## src/rtl/cp0_unit_pkg.sv

```systemverilog
// Shared CP0 definitions: register numbers, SR/Cause field positions and ExcCode values.
package cp0_unit_pkg;

  localparam logic [4:0] REG_SR    = 5'd12;
  localparam logic [4:0] REG_CAUSE = 5'd13;
  localparam logic [4:0] REG_EPC   = 5'd14;
  localparam logic [4:0] REG_PRID  = 5'd15;

  localparam int SR_IE_BIT       = 0;
  localparam int SR_EXL_BIT      = 1;
  localparam int SR_IM_LSB       = 10;
  localparam int CAUSE_EXC_LSB   = 2;
  localparam int CAUSE_IP_LSB    = 10;
  localparam int CAUSE_BD_BIT    = 31;

  localparam logic [4:0] EXC_INT     = 5'd0;
  localparam logic [4:0] EXC_ADEL    = 5'd4;
  localparam logic [4:0] EXC_ADES    = 5'd5;
  localparam logic [4:0] EXC_SYSCALL = 5'd8;
  localparam logic [4:0] EXC_RI      = 5'd10;
  localparam logic [4:0] EXC_OV      = 5'd12;

  typedef struct packed {
    logic [5:0] im;
    logic       exl;
    logic       ie;
  } sr_t;

  typedef struct packed {
    logic       bd;
    logic [5:0] ip;
    logic [4:0] exc_code;
  } cause_t;

  function automatic logic [31:0] pack_sr(sr_t s);
    return {16'b0, s.im, 8'b0, s.exl, s.ie};
  endfunction

  function automatic logic [31:0] pack_cause(cause_t c);
    return {c.bd, 15'b0, c.ip, 3'b0, c.exc_code, 2'b0};
  endfunction

endpackage

```

## src/rtl/cp0_unit_if.sv

```systemverilog
// Pipeline <-> CP0 signal bundle. The M stage drives requests and reads back CP0 state;
// there is no handshake: every input is sampled at the posedge, every output is combinational.
interface cp0_unit_if;
  logic [4:0]  addr;
  logic        we;
  logic [31:0] din;
  logic [31:0] M_pc;
  logic        M_delayed;
  logic [4:0]  M_EXCCode;
  logic [5:0]  HWInt;
  logic        EXLClr;
  logic [31:0] dout;
  logic [31:0] EPC_out;
  logic [31:0] exc_entry;
  logic        Req;

  modport master (
    output addr, we, din, M_pc, M_delayed, M_EXCCode, HWInt, EXLClr,
    input  dout, EPC_out, exc_entry, Req
  );

  modport slave (
    input  addr, we, din, M_pc, M_delayed, M_EXCCode, HWInt, EXLClr,
    output dout, EPC_out, exc_entry, Req
  );
endinterface

```

## src/rtl/cp0_unit.sv

```systemverilog
// Coprocessor 0 beside the M stage: combines exceptions with hardware interrupts,
// raises Req, records EPC/Cause, and services mfc0/mtc0/eret.
module cp0_unit
  import cp0_unit_pkg::*;
#(
  parameter logic [31:0] PRID      = 32'h2023_0007,
  parameter logic [31:0] EXC_ENTRY = 32'h0000_4180
) (
  input  logic      clk,
  input  logic      reset,
  cp0_unit_if.slave bus
);

  sr_t         sr_q,    sr_d;
  cause_t      cause_q, cause_d;
  logic [31:0] epc_q,   epc_d;

  logic int_req, exc_req, req;

  // Interrupts are masked while EXL is set; they stay pending in Cause.IP meanwhile.
  assign int_req = (|(bus.HWInt & sr_q.im)) & sr_q.ie & ~sr_q.exl;
  assign exc_req = (bus.M_EXCCode != EXC_INT) & ~sr_q.exl;
  assign req     = int_req | exc_req;

  always_comb begin
    sr_d     = sr_q;
    cause_d  = cause_q;
    epc_d    = epc_q;
    cause_d.ip = bus.HWInt;
    if (req) begin
      sr_d.exl         = 1'b1;
      cause_d.bd       = bus.M_delayed;
      cause_d.exc_code = int_req ? EXC_INT : bus.M_EXCCode;
      epc_d            = bus.M_delayed ? (bus.M_pc - 32'd4) : bus.M_pc;
    end else begin
      if (bus.we && bus.addr == REG_SR) begin
        sr_d.im  = bus.din[SR_IM_LSB +: 6];
        sr_d.exl = bus.din[SR_EXL_BIT];
        sr_d.ie  = bus.din[SR_IE_BIT];
      end
      if (bus.we && bus.addr == REG_EPC) begin
        epc_d = bus.din;
      end
      // eret lands after any same-cycle SR write so the handler always returns with EXL=0.
      if (bus.EXLClr) begin
        sr_d.exl = 1'b0;
      end
    end
  end

  always_ff @(posedge clk or negedge reset) begin
    if (!reset) begin
      sr_q    <= '0;
      cause_q <= '0;
      epc_q   <= '0;
    end else begin
      sr_q    <= sr_d;
      cause_q <= cause_d;
      epc_q   <= epc_d;
    end
  end

  always_comb begin
    bus.dout = 32'h0;
    case (bus.addr)
      REG_SR:    bus.dout = pack_sr(sr_q);
      REG_CAUSE: bus.dout = pack_cause(cause_q);
      REG_EPC:   bus.dout = epc_q;
      REG_PRID:  bus.dout = PRID;
      default:   bus.dout = 32'h0;
    endcase
  end

  assign bus.EPC_out   = epc_q;
  assign bus.exc_entry = EXC_ENTRY;
  assign bus.Req       = req;

endmodule

```

## src/flat_wrapper.sv

```systemverilog
// flat-port wrapper written by rule: the top's interface ports become plain ports
module cp0_unit_flat import cp0_unit_pkg::*;
#(
  parameter logic [31:0] PRID      = 32'h2023_0007,
  parameter logic [31:0] EXC_ENTRY = 32'h0000_4180
)
  (clk, reset, bus_addr, bus_we, bus_din, bus_M_pc, bus_M_delayed, bus_M_EXCCode, bus_HWInt, bus_EXLClr, bus_dout, bus_EPC_out, bus_exc_entry, bus_Req);
  cp0_unit_if bus_i ();
  input  logic clk;
  input  logic reset;
  input wire logic [$bits(bus_i.addr)-1:0] bus_addr;
  input wire logic [$bits(bus_i.we)-1:0] bus_we;
  input wire logic [$bits(bus_i.din)-1:0] bus_din;
  input wire logic [$bits(bus_i.M_pc)-1:0] bus_M_pc;
  input wire logic [$bits(bus_i.M_delayed)-1:0] bus_M_delayed;
  input wire logic [$bits(bus_i.M_EXCCode)-1:0] bus_M_EXCCode;
  input wire logic [$bits(bus_i.HWInt)-1:0] bus_HWInt;
  input wire logic [$bits(bus_i.EXLClr)-1:0] bus_EXLClr;
  output wire logic [$bits(bus_i.dout)-1:0] bus_dout;
  output wire logic [$bits(bus_i.EPC_out)-1:0] bus_EPC_out;
  output wire logic [$bits(bus_i.exc_entry)-1:0] bus_exc_entry;
  output wire logic [$bits(bus_i.Req)-1:0] bus_Req;
  assign bus_i.addr = bus_addr;
  assign bus_i.we = bus_we;
  assign bus_i.din = bus_din;
  assign bus_i.M_pc = bus_M_pc;
  assign bus_i.M_delayed = bus_M_delayed;
  assign bus_i.M_EXCCode = bus_M_EXCCode;
  assign bus_i.HWInt = bus_HWInt;
  assign bus_i.EXLClr = bus_EXLClr;
  assign bus_dout = bus_i.dout;
  assign bus_EPC_out = bus_i.EPC_out;
  assign bus_exc_entry = bus_i.exc_entry;
  assign bus_Req = bus_i.Req;
  cp0_unit #(.PRID(PRID), .EXC_ENTRY(EXC_ENTRY)) u_core (.clk(clk), .reset(reset), .bus(bus_i));
endmodule
```

## config.mk

```make
export PLATFORM = sky130hd
export DESIGN_NAME = cp0_unit_flat
export DESIGN_NICKNAME = d
export VERILOG_FILES = /design/src/rtl/cp0_unit_pkg.sv /design/src/rtl/cp0_unit_if.sv /design/src/rtl/cp0_unit.sv /design/src/flat_wrapper.sv
export SDC_FILE = /design/constraint.sdc
export NUM_CORES = 1
export LEC_CHECK = 0
export BUFFER_PORTS_ARGS = -buffer_cell sky130_fd_sc_hd__buf_2
export CAP_MARGIN = 10
export CORE_MARGIN = 2
export CORE_UTILIZATION = 47
export DETAILED_ROUTE_END_ITERATION = 8
export PLACE_DENSITY = 0.82
export SETUP_SLACK_MARGIN = 0.4
export SLEW_MARGIN = 20
export SYNTH_ARGS = -nofsm -noshare
export SYNTH_HDL_FRONTEND = slang
export SYNTH_SLANG_ARGS = --single-unit
```

## constraint.sdc

```tcl
create_clock -name clk -period 2.8 [get_ports clk]
set_input_delay 0.56 -clock clk [delete_from_list [all_inputs] [get_ports clk]]
set_output_delay 0.56 -clock clk [all_outputs]
set_load 0.005 [all_outputs]
```

== Yosys cells after proc, flatten, opt, wreduce, memory -nomap -nowiden ==
Index checks and enable logic that the tools add are counted.
Widths: inputs -> output; s select.

* Flip-flop bits (word level): 52
* Output and inout bits: 97

* Add/sub/neg operators: 1
* Equality and inequality tests: 4
* Multiplexer cells: 8
* Bitwise operators: 7
* Reduce and logical (&&, ||, !) cells: 7

{| class="wikitable"
|+ Operator list
! operator !! number
|-
| $pmux 32 s4 || 1
|-
| $mux 32 || 3
|-
| $sub 32x3->32 const B || 1
|-
| $eq 5x4->1 const B || 4
|-
| $and 6x6->6 || 1
|-
| $reduce_or 6->1 || 1
|-
| $mux 5 || 1
|-
| $reduce_bool 5->1 || 1
|-
| $and 1x1->1 || 3
|-
| $reduce_bool 3->1 || 1
|-
| $logic_and 1x1->1 || 2
|-
| $mux 1 || 2
|-
| $mux 2 || 1
|-
| $not 1->1 || 2
|-
| $reduce_and 2->1 || 1
|-
| $reduce_bool 2->1 || 1
|-
| $or 1x1->1 || 1
|}

== Depth between registers and ports, before layout ==
Gate-level depths: netlist (run 1).

* Word-level depth: 7
* Depth in mapped cells: 7
* Gate-level depth less buffers: 6

== Least setup slack after synthesis (run 1) ==
OpenSTA, ideal clock, no wires.

* Path type: in2out
* Start point: in bus_addr[0]
* End point: out bus_dout[3]
* Arrival time: 1.834 ns
* Required time: 2.240 ns
* Setup slack: 0.406 ns
* Stages on the path: 6
* Buffers on the path: 3
* Cell sequence: clkbuf_1 -> nor2b_1 -> clkbuf_1 -> clkbuf_1 -> a22oi_1 -> nor2_1

* Cells in the longest elaborated chain, start to end: 2

{| class="wikitable"
|+ Ends and longest elaborated chain
! item !! RTL line !! source
|-
| from (decl) || flat_wrapper.sv:11 || <nowiki>input wire logic [$bits(bus_i.addr)-1:0] bus_addr;</nowiki>
|-
| $eq 5x4->1 || cp0_unit.sv:65 || <nowiki>case (bus.addr)</nowiki>
|-
| $pmux 32 s4 (*) || cp0_unit.sv:65 ||
|-
| to (decl) || flat_wrapper.sv:19 || <nowiki>output wire logic [$bits(bus_i.dout)-1:0] bus_dout;</nowiki>
|}

Mark *: on every way between the ends. The rest lies on a longest branch, timed or not.

== Final worst setup path (run 1) ==
* Start point: reg u_core.sr_q[3] (netlist name)
* End point: out bus_Req

* Cells in the longest elaborated chain, start to end: 5

{| class="wikitable"
|+ Ends and longest elaborated chain
! item !! RTL line !! source
|-
| from (decl) || cp0_unit.sv:14 || <nowiki>sr_t sr_q, sr_d;</nowiki>
|-
| from (signal assigned) || cp0_unit.sv:57 || <nowiki>sr_q <= sr_d;</nowiki>
|-
| $and 6x6->6 || cp0_unit.sv:21 || <nowiki>assign int_req = (|(bus.HWInt & sr_q.im)) & sr_q.ie & ~sr_q.exl;</nowiki>
|-
| $reduce_or 6->1 || cp0_unit.sv:21 ||
|-
| $and 1x1->1 (2 in series) || cp0_unit.sv:21 ||
|-
| $or 1x1->1 || cp0_unit.sv:23 || <nowiki>assign req = int_req | exc_req;</nowiki>
|-
| to (decl) || flat_wrapper.sv:22 || <nowiki>output wire logic [$bits(bus_i.Req)-1:0] bus_Req;</nowiki>
|}

Every way passes these cells.

==> results of run 1 <==
kinds of logic (layout without fill, tap and decap cells):
logic type | after synthesis | count (layout) | synth area share, %
other | 2 | 32 | 0.203
buffers and inverters | 65 | 178 | 10.2
flip-flops | 52 | 52 | 35.2
AO/OA/AOI/OAI | 79 | 79 | 14.5
multiplexers | 47 | 47 | 13.1
AND/OR/NAND/NOR | 146 | 146 | 23.4
XOR/XNOR | 13 | 13 | 3.08
adder cells (fa/ha/maj) | 1 | 1 | 0.338
stage by stage:
| step | instance area (um^2) | setup slack (ns) | instances | power (mW) | hold slack [ns] |
|---|---|---|---|---|---|
| finish | 4540 | 0.540 | 650 | 3.09 | 0.184 |
| global route | 4540 | 0.430 | 650 | 3.31 | 0.208 |
| CTS | 4540 | 0.529 | 650 | 3.11 | 0.192 |
| detailed placement | 4450 | 0.326 | 642 | 2.66 | 0.472 |
| global placement | 4450 | 0.407 | 642 | 2.59 | 0.461 |
| floorplan | 3810 | 0.406 | 435 | 2.07 | 0.264 |
sequential cells by signal (all words and copies together) (netlist names):
name	cells
u_core.bus.EPC_out	32
u_core.cause_q	12
u_core.sr_q	8
cell type report:
cell class | count | share of cell area (%)
Clock buffer | 5 | 1.52
Inverter | 6 | 0.496
Tap cell | 102 | 2.81
Timing Repair Buffer | 164 | 18.9
Multi-Input combinational cell | 318 | 47.1
Clock inverter | 3 | 0.496
Sequential cell | 52 | 28.7
routing by layer:
layer  vias to the layer above  share of wire (%)  GRT usage [%]
li1                       1711                  -              -
met1                      1669                 41           30.8
met2                       160                 52           43.6
met3                        20                5.5           3.91
met4                         0                2.1           8.09
met5                         -                  0              0
report_power, final:
group / switching (mW) / total, mW / internal, mW
clock: 0.270 / 0.450 / 0.180
combinational: 0.660 / 1.31 / 0.650
sequential: 0.262 / 1.33 / 1.07
how the worst max path moves through the flow:
| stage | slack (ns) | from | end | depth (start not counted) |
|---|---|---|---|---|
| global route | 0.43 | bus_M_EXCCode[2] | bus_Req | 6 |
| global placement | 0.41 | bus_M_pc[16] | u_core.bus.EPC_out[31] | 5 |
| CTS | 0.53 | u_core.sr_q[3] | bus_Req | 5 |
| finish | 0.54 | u_core.sr_q[3] | bus_Req | 5 |
| detailed placement | 0.33 | bus_M_pc[8] | u_core.bus.EPC_out[31] | 6 |
| floorplan | 0.41 | bus_addr[0] | bus_dout[3] | 6 |
cell usage in the layout, fill, tap and decap left out, types with 2 or more instances in the layout:
cell	n
nand3_1	3
nor4_1	19
mux2i_1	35
conb_1	32
nor3_1	6
nand4_1	2
nor2_1	31
nor4b_1	2
o31ai_1	11
buf_2	149
nor3b_1	4
a22oi_1	8
xor2_1	7
and3_1	16
o21ai_0	9
and2_1	15
or4_1	12
or3_1	6
nand4b_1	2
inv_1	5
nand2b_1	2
a21o_1	5
dfrtp_1	52
nand2_1	12
clkbuf_8	5
a21oi_1	10
a31oi_1	17
mux2_2	12
a21boi_0	16
nor2b_1	2
xnor2_1	6
buf_4	15
==> results.cfg, run 1 <==
[timing]
max_freq_mhz = 443
period_share_pct = 80.7
maxSlewViolCount = 0
post-route-min-period_ns = 2.26
slew_headroom_pct = 62.8
hold_viol = 0
finClkSkew_ns = 0.0107
rsz0062_at_grt = false
final.setup.tns_ns = 0
worst_pin_slew_ns = 0.553
finalSetupViolCount = 0

[global_route]
antenna_found_initial = 0
grt_use_total_pct = 24.7
overflow = 0
grt_pass1_vias = 3422
grt_pass1_wl_um = 16700
grt_max_degree = 33

[cells_and_area]
multi_input_area_um2 = 2140
areaGrowthSynthToFinish_pct = 22.7
nFillCells = 713
num_antenna_cells = 0
final_util_pct = 59.0
fin_nets = 633
register_area_um2 = 1300
drive_gt1_share_pct = 35.4

[power]
power.density_nw_per_um2 = 681
p_leak_nw = 2.19
ir_drop_mv = 0.294

[yosys]
avgSynthCellArea_um2 = 9.13
synthArstFlopShare_pct = 100
ys_types = 48
netlist.area_leader.share_pct = 35.2
ys_warn_count = 0
syn_inst = 405
ys_top_cells_by_area = dfrtp_1 (35%), mux2i_1 (9.5%), buf_4 (6.5%)
post-synth-top-count-cell = dfrtp_1
ys_seq_elements = 52
synth_area_um2 = 3700
synth_top_cell_by_area = dfrtp_1
synth_common_cells = dfrtp_1 (52), mux2i_1 (35), buf_4 (32), nor2_1 (32), clkbuf_1 (22)
synth_ff_type = dfrtp_1
synth_edf_count = 0
yosysSeqAreaShare_pct = 35.2

[worst_setup_path]
critPathRequiredTime_ns = 2.24
startpoint_type = flip-flop
worstSetupEndpointType = output port
path_cells = a22oi_1, a311oi_2, nor2_2, clkinv_1, buf_2
worstPathArrival_ns = 1.70
slowest_stage = dfrtp_1
r2r-end = u_core.sr_q[3]
slowest_delay_ns = 0.42
path_class = reg2out
r2r_slack_ns = 0.83
r2r_start = u_core.sr_q[3]
path_max_fanout = 3
worstRegToRegCells = 4
crit_buf_inv = 2
crit_family = compound AO/OA/AOI/OAI gates

[cts]
clock_path_buffers = 2
cts-hold-fix-buffers = 0
cts_resized = 0
root_buffer = clkbuf_8
numCtsBuffers = 5
cts_tree = done
cts_setup_buffers = 0
htree_levels = 2
cts_sinks = 52
clkSlewWorstSetupHoldPaths_ns = 0.11
clkLatencyLatePin_ns = 0.31

[placement]
buffer_ports.inserted = 149
hpwl_um = 8370
place_congestion = 0.970

[floorplan]
die_w_um = 92.7
core_um2 = 7690
start_util_pct = 48.1
row_count = 32
dieHeight_um = 92.7
boundaryPins = 182
dieArea_um2 = 8590

[route]
first_pass_iters = 4
ant_nets = 0
drc_errors = 0
num_vias = 3560
viasPerCell = 5.48
wire_per_inst_um = 16.7
drt-total-wl_um = 10800
drt_iter0_drc = 169

[hold_path]
hold_path_class = in2async

[run_status]
outcome = finished clean

[job]
drv_cap = 0
(Power assumes the default switching activity.)
==> run 2, diff against run 1 <==
- ABC_AREA: default -> 1
- CORE_UTILIZATION: 47 -> 48
- clock period: 2.8 -> 2.28 ns (I/O delays scaled with it)
==> results.cfg, run 2 <==
[cells_and_area]
design_area_um2 = 4960
num_antenna_cells = 0
layout_commonest_cell = nand2_1
areaGrowthSynthToFinish_pct = 24.7
final_cell_mix = nand2_1 (174), buf_2 (149), inv_1 (82), nor2_1 (72), dfrtp_1 (52)
nFillCells = 794
final-instance-count-excl-fill = 861
drive_gt1_share_pct = 29.2
fin_nets = 841
largest_reg_flops = 32

[worst_setup_path]
path_class = in2out
worstSetupEndpointType = output port
slowest_stage = nor2_4
path_max_fanout = 6
startpoint_type = input port
worstPathArrival_ns = 1.38
slowest_delay_ns = 0.18
crit_family = buffers and inverters
path_cells = buf_2, nand2_2, nor2_4, nand2_8, buf_12, o22ai_1, buf_2
crit_buf_inv = 3
cp_common_cell = buf_2
critPathRequiredTime_ns = 1.82

[timing]
period_share_pct = 80.6
rsz0062_at_grt = false
hold_viol = 0
finClkSkew_ns = 0.00442
post-route-min-period_ns = 1.84
worst_pin_slew_ns = 0.684
max_freq_mhz = 544
setup_slack_ns = 0.443
maxSlewViolCount = 0
finalSetupViolCount = 0
slew_headroom_pct = 54.4
final.setup.tns_ns = 0

[yosys]
ys_top_cells_by_area = dfrtp_1 (33%), nand2_1 (17%), inv_1 (7.9%)
post-synth-top-count-cell = nand2_1
ys_types = 37
synth_top_cell_by_area = dfrtp_1
synth_edf_count = 0
ys_seq_elements = 52
synth_common_cells = nand2_1 (178), inv_1 (84), nor2_1 (74)
ys_warn_count = 0
synth_area_um2 = 3980
yosysSeqAreaShare_pct = 32.7
avgSynthCellArea_um2 = 6.61
synthArstFlopShare_pct = 100
synth_ff_type = dfrtp_1
syn_inst = 602
netlist.area_leader.share_pct = 32.7

[floorplan]
die_w_um = 95.1
boundaryPins = 182
core_um2 = 8130
row_count = 33
dieHeight_um = 95.1
dieArea_um2 = 9040
start_util_pct = 48.9

[route]
wl_met3_um = 800
ant_nets = 0
top_layer = met4
wl_met1_um = 4960
wl_met2_um = 5690
wire_per_inst_um = 13.6
drc_errors = 0
num_vias = 4227
first_pass_iters = 5
viasPerCell = 4.91
drt-total-wl_um = 11700
drt_iter0_drc = 306

[power]
p_leak_nw = 2.77
ir_drop_mv = 0.350
power.density_nw_per_um2 = 899

[hold_path]
hold_path_class = in2async

[global_route]
grt_pass1_wl_um = 17900
grt_pass1_vias = 3771
antenna_found_initial = 0
grt_max_degree = 33
overflow = 0
grt_use_total_pct = 25.3

[placement]
place_congestion = 0.920
hpwl_um = 9240
buffer_ports.inserted = 149
pre_cts_slack_ns = 0.260
postPlaceCellArea_um2 = 4690
dp_cells = 845

[cts]
numCtsBuffers = 5
htree_levels = 2
clkSlewWorstSetupHoldPaths_ns = 0.09
clock_path_buffers = 2
cts-hold-fix-buffers = 0
cts_tree = done
root_buffer = clkbuf_8
cts_sinks = 52
clkLatencyLatePin_ns = 0.30

[run_status]
outcome = finished clean

[job]
drv_cap = 0
-- run 2: changes by cell type after synthesis, moves of 14 or more --
cell | previous run | this run
nor2_1 | 32 | 74
nand3_1 | 3 | 28
clkbuf_1 | 22 | 1
mux2i_1 | 35 | 0
inv_1 | 5 | 84
a21boi_0 | 16 | 0
and2_1 | 15 | 1
o21ai_1 | 0 | 44
and3_1 | 16 | 0
a31oi_1 | 17 | 0
nor4_1 | 19 | 0
nand2_1 | 12 | 178
-- run 2: metrics by stage --
stage / util [%] / total power [mW] / hold WS [ns]
4_1_cts: 59.5 / 4.37 / 0.201
6_report: 61.0 / 4.46 / 0.180
2_1_floorplan: - / 2.99 / 0.160
3_3_place_gp: 57.6 / 3.63 / 0.490
3_5_place_dp: 57.6 / 3.71 / 0.497
5_1_grt: 61.0 / 4.83 / 0.236
-- run 2: area by class of cell --
class | count | area (um^2) | share of cell area (%)
timing repair inverter | 1 | 7.51 | 0.151
clock buffer | 6 | 72.6 | 1.46
tap | 105 | 131 | 2.65
timing repair buffer | 163 | 898 | 18.1
clock inverter | 2 | 35.0 | 0.706
multi-input combinational | 438 | 2150 | 43.3
sequential | 52 | 1300 | 26.2
inverter | 94 | 365 | 7.36
-- run 2: repair_timing --
item                       CTS  global route
setup endpoints to repair   15            35
gates resized for setup      8            15
pin swaps                    1             2
buffers inserted             2             3
cloned                       1             2
-- run 2: layer usage --
| metal | vias to the layer above | global-route usage (%) |
|---|---|---|
| li1 | 2081 | - |
| met1 | 1932 | 33.7 |
| met2 | 188 | 42.8 |
| met3 | 26 | 3.16 |
| met4 | 0 | 8.21 |
| met5 | - | 0 |
-- run 2: kinds of logic after synthesis --
| family | count (synthesis) | share of synthesized area [%] |
|---|---|---|
| adders and majority gates | 1 | 0.314 |
| other | 2 | 0.189 |
| AOI/OAI and AO/OA | 70 | 9.59 |
| DFF | 52 | 32.7 |
| xor gates and xnor gates | 17 | 3.74 |
| buffers and inverters | 142 | 17.4 |
| and+or+nand+nor | 318 | 36.1 |
-- run 2: power breakdown --
part / total (mW) / leakage, nW / internal [mW] / switching (mW)
sequential: 1.65 / 0.599 / 1.35 / 0.303
clock: 0.623 / 0.0552 / 0.326 / 0.297
combinational: 2.19 / 2.11 / 0.832 / 1.35
total: 4.46 / 2.77 / 2.51 / 1.95
-- run 2: path summary, 6_finish.rpt --
kind | from | end | slack (ns) | cells past startpoint
setup / recovery | bus_addr[3] | bus_dout[4] | 0.44 | 7
hold / removal | reset | u_core.bus.EPC_out[30] | 0.18 | 1
setup reg to reg | u_core.sr_q[7] | u_core.bus.EPC_out[22] | 0.61 | 10
hold reg to reg | u_core.bus.EPC_out[29] | u_core.bus.EPC_out[29] | 0.52 | 2
max in group asynchronous | reset | u_core.bus.EPC_out[7] | 1.45 | 2
min in group clk | bus_HWInt[5] | u_core.cause_q[10] | 0.27 | 1
